[config.mk]
export PLATFORM = sky130hd
export DESIGN_NAME = multicycle_control_unit
export DESIGN_NICKNAME = d
export VERILOG_FILES = /design/src/rtl/multicycle_control_unit.sv
export SDC_FILE = /design/constraint.sdc
export NUM_CORES = 1
export LEC_CHECK = 0
export CORE_MARGIN = 3
export CORE_UTILIZATION = 47
export DETAILED_ROUTE_END_ITERATION = 10
export PLACE_DENSITY = 0.81
export SYNTH_ARGS = -nofsm -noshare
export SYNTH_HDL_FRONTEND = slang
export SYNTH_SLANG_ARGS = --single-unit
[constraint.sdc]
create_clock -name clk -period 3.6 [get_ports clk]
set_input_delay 0.72 -clock clk [delete_from_list [all_inputs] [get_ports clk]]
set_output_delay 0.72 -clock clk [all_outputs]
set_load 0.01 [all_outputs]
[src/rtl/multicycle_control_unit.sv]
// Multicycle control FSM: FETCH/DECODE/EXEC/MEM/WB (+TRAP).
// Optional illegal-opcode trap: define MCU_ILLEGAL_TRAP_EN.
module multicycle_control_unit #(
  parameter int OP_W    = 2,
  parameter int ALUOP_W = 2
) (
  input  logic               clk,
  input  logic               rst_n,
  input  logic [OP_W-1:0]    opcode,
  input  logic               mem_ready,
  output logic [ALUOP_W-1:0] alu_op,
  output logic               rs_cont,
  output logic               al1_cont,
  output logic [1:0]         al2_cont,
  output logic               j_flag,
  output logic               pc_cont,
  output logic               reg_write,
  output logic               ir_write,
  output logic               pc_write,
  output logic               mem_req,
  output logic [2:0]         state,
  output logic               busy
);

  typedef enum logic [2:0] {
    FETCH  = 3'd0,
    DECODE = 3'd1,
    EXEC   = 3'd2,
    MEM    = 3'd3,
    WB     = 3'd4,
    TRAP   = 3'd5
  } state_e;

  state_e             state_q, state_d;
  logic [1:0]         cls_q, cls_d;
  logic [ALUOP_W-1:0] alu_op_q, alu_op_d;
  logic               rs_q, rs_d;
  logic               al1_q, al1_d;
  logic [1:0]         al2_q, al2_d;
  logic               j_q, j_d;
  logic               pcc_q, pcc_d;
  logic               rw_q, rw_d;
  logic               pcw_q, pcw_d;
  logic               req_q, req_d;
  logic               busy_q, busy_d;
  logic               fetch_fire;
  logic               in_op;

`ifdef MCU_ILLEGAL_TRAP_EN
  logic illegal;
  assign illegal = |(opcode >> 2);
`else
  logic unused_hi;
  assign unused_hi = |(opcode >> 2);
`endif

  // Fetch completes only once the request has actually been issued.
  assign fetch_fire = (state_q == FETCH) && req_q && mem_ready;

  always_comb begin
    state_d = FETCH;
    cls_d   = cls_q;
    case (state_q)
      FETCH:  state_d = fetch_fire ? DECODE : FETCH;
      DECODE: begin
        cls_d   = opcode[1:0];
`ifdef MCU_ILLEGAL_TRAP_EN
        state_d = illegal ? TRAP : EXEC;
`else
        state_d = EXEC;
`endif
      end
      EXEC: begin
        case (cls_q)
          2'b10:   state_d = MEM;
          2'b11:   state_d = FETCH;
          default: state_d = WB;
        endcase
      end
      MEM:     state_d = mem_ready ? WB : MEM;
      WB:      state_d = FETCH;
      TRAP:    state_d = TRAP;
      default: state_d = FETCH;
    endcase
  end

  // Outputs are registered from the state being entered.
  always_comb begin
    in_op    = (state_d == EXEC) || (state_d == MEM) ||
               (state_d == WB);
    alu_op_d = '0;
    rs_d     = 1'b0;
    al1_d    = 1'b0;
    al2_d    = 2'b00;
    if (in_op) begin
      alu_op_d = ALUOP_W'(cls_d);
      rs_d     = |cls_d;
      al1_d    = &cls_d;
      al2_d    = cls_d;
    end
    j_d    = (state_d == EXEC) && (cls_d == 2'b11);
    pcc_d  = j_d;
    pcw_d  = j_d;
    rw_d   = (state_d == WB);
    req_d  = (state_d == FETCH) || (state_d == MEM);
    busy_d = (state_d != FETCH);
  end

  always_ff @(posedge clk or negedge rst_n) begin
    if (!rst_n) begin
      state_q  <= FETCH;
      cls_q    <= 2'b00;
      alu_op_q <= '0;
      rs_q     <= 1'b0;
      al1_q    <= 1'b0;
      al2_q    <= 2'b00;
      j_q      <= 1'b0;
      pcc_q    <= 1'b0;
      rw_q     <= 1'b0;
      pcw_q    <= 1'b0;
      req_q    <= 1'b0;
      busy_q   <= 1'b0;
    end else begin
      state_q  <= state_d;
      cls_q    <= cls_d;
      alu_op_q <= alu_op_d;
      rs_q     <= rs_d;
      al1_q    <= al1_d;
      al2_q    <= al2_d;
      j_q      <= j_d;
      pcc_q    <= pcc_d;
      rw_q     <= rw_d;
      pcw_q    <= pcw_d;
      req_q    <= req_d;
      busy_q   <= busy_d;
    end
  end

  assign alu_op    = alu_op_q;
  assign rs_cont   = rs_q;
  assign al1_cont  = al1_q;
  assign al2_cont  = al2_q;
  assign j_flag    = j_q;
  assign pc_cont   = pcc_q;
  assign reg_write = rw_q;
  assign ir_write  = fetch_fire;
  assign pc_write  = pcw_q | fetch_fire;
  assign mem_req   = req_q;
  assign state     = state_q;
  assign busy      = busy_q;

endmodule

==> qor.txt <==
cts bufs inserted: 3
antenna violations before repair: 0
reg2reg end: al1_cont
Std-Cell Rows: 12
worst reg-to-reg path cell count: 3
Hold Fails Final Rpt: 0
clock skew: 8.39 ps
final core occ: 70.1%
Synth area leaders: dfrtp_1 (50%), buf_4 (5.8%), nand2_1 (2.9%)
global-route wire length before repair: 2230 um
Chip Height: 43.1 um
first-pass detailed-route iteration total: 4
synth warn: 0
Tcrit/Tclk final: 81.9%
pins over their slew limit: 0
hold_sp: mem_req
# DRC: 0
Worst-Margin Slew: 577 ps
simple-gate area share of the yosys netlist: 30.6%
top-area cell type share of the netlist area: 50.3%
Finished Layout Cells: 88
WL per Instance: 14.4 um
GRT Resource Usage Total: 16.0%
Synth Area in Compound Gates: 6.38%
CP peak stage delay: 530 ps
Final GP Congestion: 0.750
Fin Setup TNS: 0 ps
Seq/Total Area, Yosys: 50.3%
largest net degree at the start of global routing: 14
static leakage: 0.379 nW
drt initial violations: 4
final setup fails: 0
nets@finish: 80
Crit-path slowest cell: clkdlybuf4s50_1
crit-path cells: clkdlybuf4s50_1, nor4b_1, nand2_1, nand2b_1, clkdlybuf4s50_1
number of global-route vias before repair: 458
pwr dens: 816 nW/um^2
CTS tree: yes
Cells after DPL: 84
CORE AREA: 1200 um^2
Worst-Skew Late Latency: 270 ps
dominant cell type by area after synthesis: dfrtp_1
Setup WS pre-CTS: 644 ps
Area Growth Syn to Fin: 30.2%
clock buffer depth: 2
Worst EP arrival: 2230 ps
unrepaired setup endpoints after global routing: no
Hold Path Sink: state[0]
CTS root buf: clkbuf_4
most frequent cells in the layout: clkdlybuf4s50_1 (20), dfrtp_1 (13), nand2_1 (5)
largest family of logic cells by synthesized area: simple AND/OR/NAND/NOR gates
Avg Vias per Cell: 5.47
clk slew on worst S/H paths: 80 ps
total grt overflow: 0
critical path fanouts, max: 4
max cap viols: 0
Gate Count Post-Synth: 56
worst setup margin: 652 ps
R2R Path Start: state[2]
final wirelength: 1270 um
mux cell area share after synthesis: 4.06%
Synth Net Count: 61
H-tree levels: 1
critical path launch point type: input pin
Max IR drop VDD: 0.453 mV
Hold Buf Count CTS: 0
fmax: 0.339 GHz
post-CTS setup buffers: 0
# clock sinks: 13
Cell variety after synth: 26
status: finished clean
critical path required time: 2880 ps
# IOs: 21
antenna-violating nets left: 0
slew margin rel.: 61.4%
Inserted Diodes: 0
minimum clock period: 2950 ps
Synth Area in Adders: 0%
Avg Cell Area, Syn: 11.6 um^2
Syn Std Cell Area: 647 um^2
Total Die Area: 1860 um^2
Tot Pwr: 0.687 mW
R2R Setup Slk: 2080 ps
CP Capture Type: primary output
share of cells above drive strength 1: 16.2%
hold path depth: 2
post-CTS sizing: 0
worst min path class: reg2reg
Setup CP Type: in2out
DP Wirelength: 929 um
XOR/XNOR share of the synthesized area: 0%
synthesis-stage register bit count: 13
crit-path most repeated cell: clkdlybuf4s50_1
Port Buf Inserts: 20
most common cell after layout, fill and taps aside: clkdlybuf4s50_1
vias post-DR: 481
Die X: 43.1 um
Starting Density: 53.9%
## final cells by class
type	count	area, um^2
Inverter	2	7.51
Sequential cell	13	325
Multi-Input combinational cell	35	265
Tap cell	14	17.5
Timing Repair Buffer	20	200
Fill cell	98	359
Clock buffer	4	26.3
## synth_stat cells, drive strengths merged
cell type   n
inv         2
nand2       5
and3        1
and2b       2
a21o        1
a32oi       2
o21ai       2
nor2b       1
nor4        2
nor4b       2
nor3b       4
and3b       2
and4bb      1
mux2        2
dfrtp      13
nor2        2
a21oi       1
nand3       1
buf         6
nor3        1
nand2b      3
## stage by stage
step | instance area (um^2) | hold WS, ps
after floorplan | 647 | 424
after global placement | 816 | 538
after detailed placement | 816 | 556
after CTS | 842 | 577
after global routing | 842 | 612
final | 842 | 573
## worst max-delay path by stage
| stage | start | endpoint | slack, ps | depth (start not counted) |
|---|---|---|---|---|
| CTS | mem_ready | pc_write | 640 | 5 |
| finish | mem_ready | pc_write | 650 | 5 |
| global route | mem_ready | pc_write | 540 | 5 |
| detailed placement | mem_ready | pc_write | 640 | 5 |
| global placement | mem_ready | pc_write | 710 | 5 |
| floorplan | mem_ready | pc_write | 1730 | 3 |
## power by group
group          switching, mW  leakage [nW]  internal, mW
logic                  0.124         0.196         0.196
clock network         0.0449        0.0150        0.0429
registers             0.0767         0.168         0.202
total                  0.246         0.379         0.441
## routing by layer
layer  vias to the layer above  GRT usage, %  part of all wire, %
li1                        228             -                    -
met3                         4          2.54                  5.2
met4                         0          7.23                  2.4
met1                       230          22.7                   46
met5                         -             0                    0
met2                        19          23.6                   46
## kinds of logic (layout without fill, tap and decap cells)
group                  after synthesis  count (layout)
AO/OA/AOI/OAI                        6               6
multiplexers                         2               2
buffers and inverters                8              26
flip-flops                          13              13
AND/OR/NAND/NOR                     27              27
## critical path, delay by kind of cell
kind,cells,cell delay (ps)
AND/OR/NAND/NOR,3,480
buffers and inverters,2,1040
## flip-flops by register name (all words and copies together) (netlist names)
signal and cells:
al1_cont 1, al2_cont 2, busy 1, cls_q 2
mem_req 1, pcw_q 1, reg_write 1, rs_cont 1
state 3
(Power assumes the default switching activity.)
==> variant: new RTL, same settings <==
`ALUOP_W`: 2 -> 4.
--- a/src/rtl/multicycle_control_unit.sv
+++ b/src/rtl/multicycle_control_unit.sv
@@ -2,7 +2,7 @@
 // Optional illegal-opcode trap: define MCU_ILLEGAL_TRAP_EN.
 module multicycle_control_unit #(
   parameter int OP_W    = 2,
-  parameter int ALUOP_W = 2
+  parameter int ALUOP_W = 4
 ) (
   input  logic               clk,
   input  logic               rst_n,
Ports: changed (resized alu_op); port bits go from 21 to 23. The function was not compared with the original's and may differ.
==> variant against the original RTL <==
Power fell by 1.2%; setup slack got worse by 0.20 ns; sequential cell count did not move; critical path type unchanged; cell count rose by 2.3%; wire length fell by 3.6%; highest routed layer unchanged; synthesized cell count rose by 5.4%; design area fell by 0.59%; area after synthesis rose by 0.39%.
==> variant: results (changes against the original RTL) <==
[metrics] Max Clock Skew: 0.00895 ns (+0.000567 ns)
[metrics] routed wl met3: 83 um (+26%)
[metrics] final net count: 82 (+2.5%)
[metrics] weighted congestion at the end of routability-driven global placement: 0.811 (+8.1%)
[metrics] sequential fraction of the synthesis area: 0.501 (-0.00194)
[metrics] number of placed cells counting well taps: 86 (+2.4%)
[metrics] result of the run: completed
[metrics] total of fill cells in the finished design: 88 (-10%)
[metrics] share of final-layout standard cells stronger than drive strength 1: 0.118 (-0.0437)
[metrics] via count: 512 (+6.4%)
[metrics] Post-Layout Cell Count: 90 (+2.3%)
[metrics] first-pass GRT wire length: 2020 um (-9.3%)
[metrics] Post-Syn Instances: 59 (+5.4%)
[metrics] violation count after the first detailed-routing iteration: 11 (+7)
[metrics] via count of the first global-routing pass: 468 (+2.2%)
[metrics] mux share of post-synthesis cell area: 0.0347 (-0.00594)
[metrics] Peak supply drop: 0.476 mV (+5.2%)
[metrics] internal power consumption: 429 uW (-2.8%)
[metrics] Synth cell types: 27 (+3.8%)
[metrics] compound-gate portion of the synthesized area: 0.0617 (-0.00217)
[metrics] ranking of synthesized cells by area: sky130_fd_sc_hd__dfrtp_1 50%, sky130_fd_sc_hd__buf_4 6.9%, sky130_fd_sc_hd__mux2_2 3.5%
[metrics] placement-stage cell area: 810 um^2 (-0.77%)
[metrics] Finished Cell Area: 837 um^2 (-0.59%)
[metrics] routed length on met2: 619 um (+6.2%)
[metrics] length of routed wiring on met1: 491 um (-16%)
[metrics] Detailed Route WL: 1220 um (-3.6%)
[metrics] Endpoint, Worst Hold: cls_q[0]
## variant: cell count changes in the layout (fill, tap and decap cells not counted)
cell                       delta
sky130_fd_sc_hd__a21o_1       +1
sky130_fd_sc_hd__a21o_2       -1
sky130_fd_sc_hd__and2b_2      -2
sky130_fd_sc_hd__and4bb_2     -1
sky130_fd_sc_hd__clkbuf_1     -1
sky130_fd_sc_hd__clkinv_2     +1
sky130_fd_sc_hd__conb_1       +2
sky130_fd_sc_hd__mux2_2       +1
sky130_fd_sc_hd__mux2_4       -1
sky130_fd_sc_hd__nor2b_1      +2
sky130_fd_sc_hd__nor4b_1      -1
sky130_fd_sc_hd__nor4bb_1     +1
sky130_fd_sc_hd__or4_1        +1
## variant: logic make-up (layout without fill, tap and decap cells)
group / after synthesis / in the layout
DFF: 13 / 13
other: 1 / 2
muxes: 2 / 2
AOI/OAI and AO/OA: 6 / 6
and+or+nand+nor: 27 / 27
buffers and inverters: 10 / 26
## variant: worst max path at each step
stage / depth (start not counted) / startpoint / end
3_5_place_dp: 5 / mem_ready / pc_write
4_1_cts: 5 / mem_ready / pc_write
3_3_place_gp: 5 / mem_ready / pc_write
6_report: 5 / mem_ready / pc_write
2_1_floorplan: 3 / mem_ready / pc_write
5_1_grt: 5 / mem_ready / pc_write
## variant: final cells by class
cell class / count / area share
flip-flops and latches: 13 / 0.389
clock buffers: 3 / 0.0269
clock inverters: 1 / 0.00598
well taps: 14 / 0.0209
inverters: 2 / 0.00897
repair buffers: 20 / 0.239
multi-input cells: 37 / 0.309
## variant: power groups by stage
stage / clock network [uW] / registers (uW) / logic (uW)
floorplan: 0 / 268 / 188
global route: 97.9 / 289 / 337
finish: 89.9 / 278 / 311
global placement: 0 / 275 / 306
detailed placement: 0 / 280 / 312
CTS: 91.7 / 277 / 314
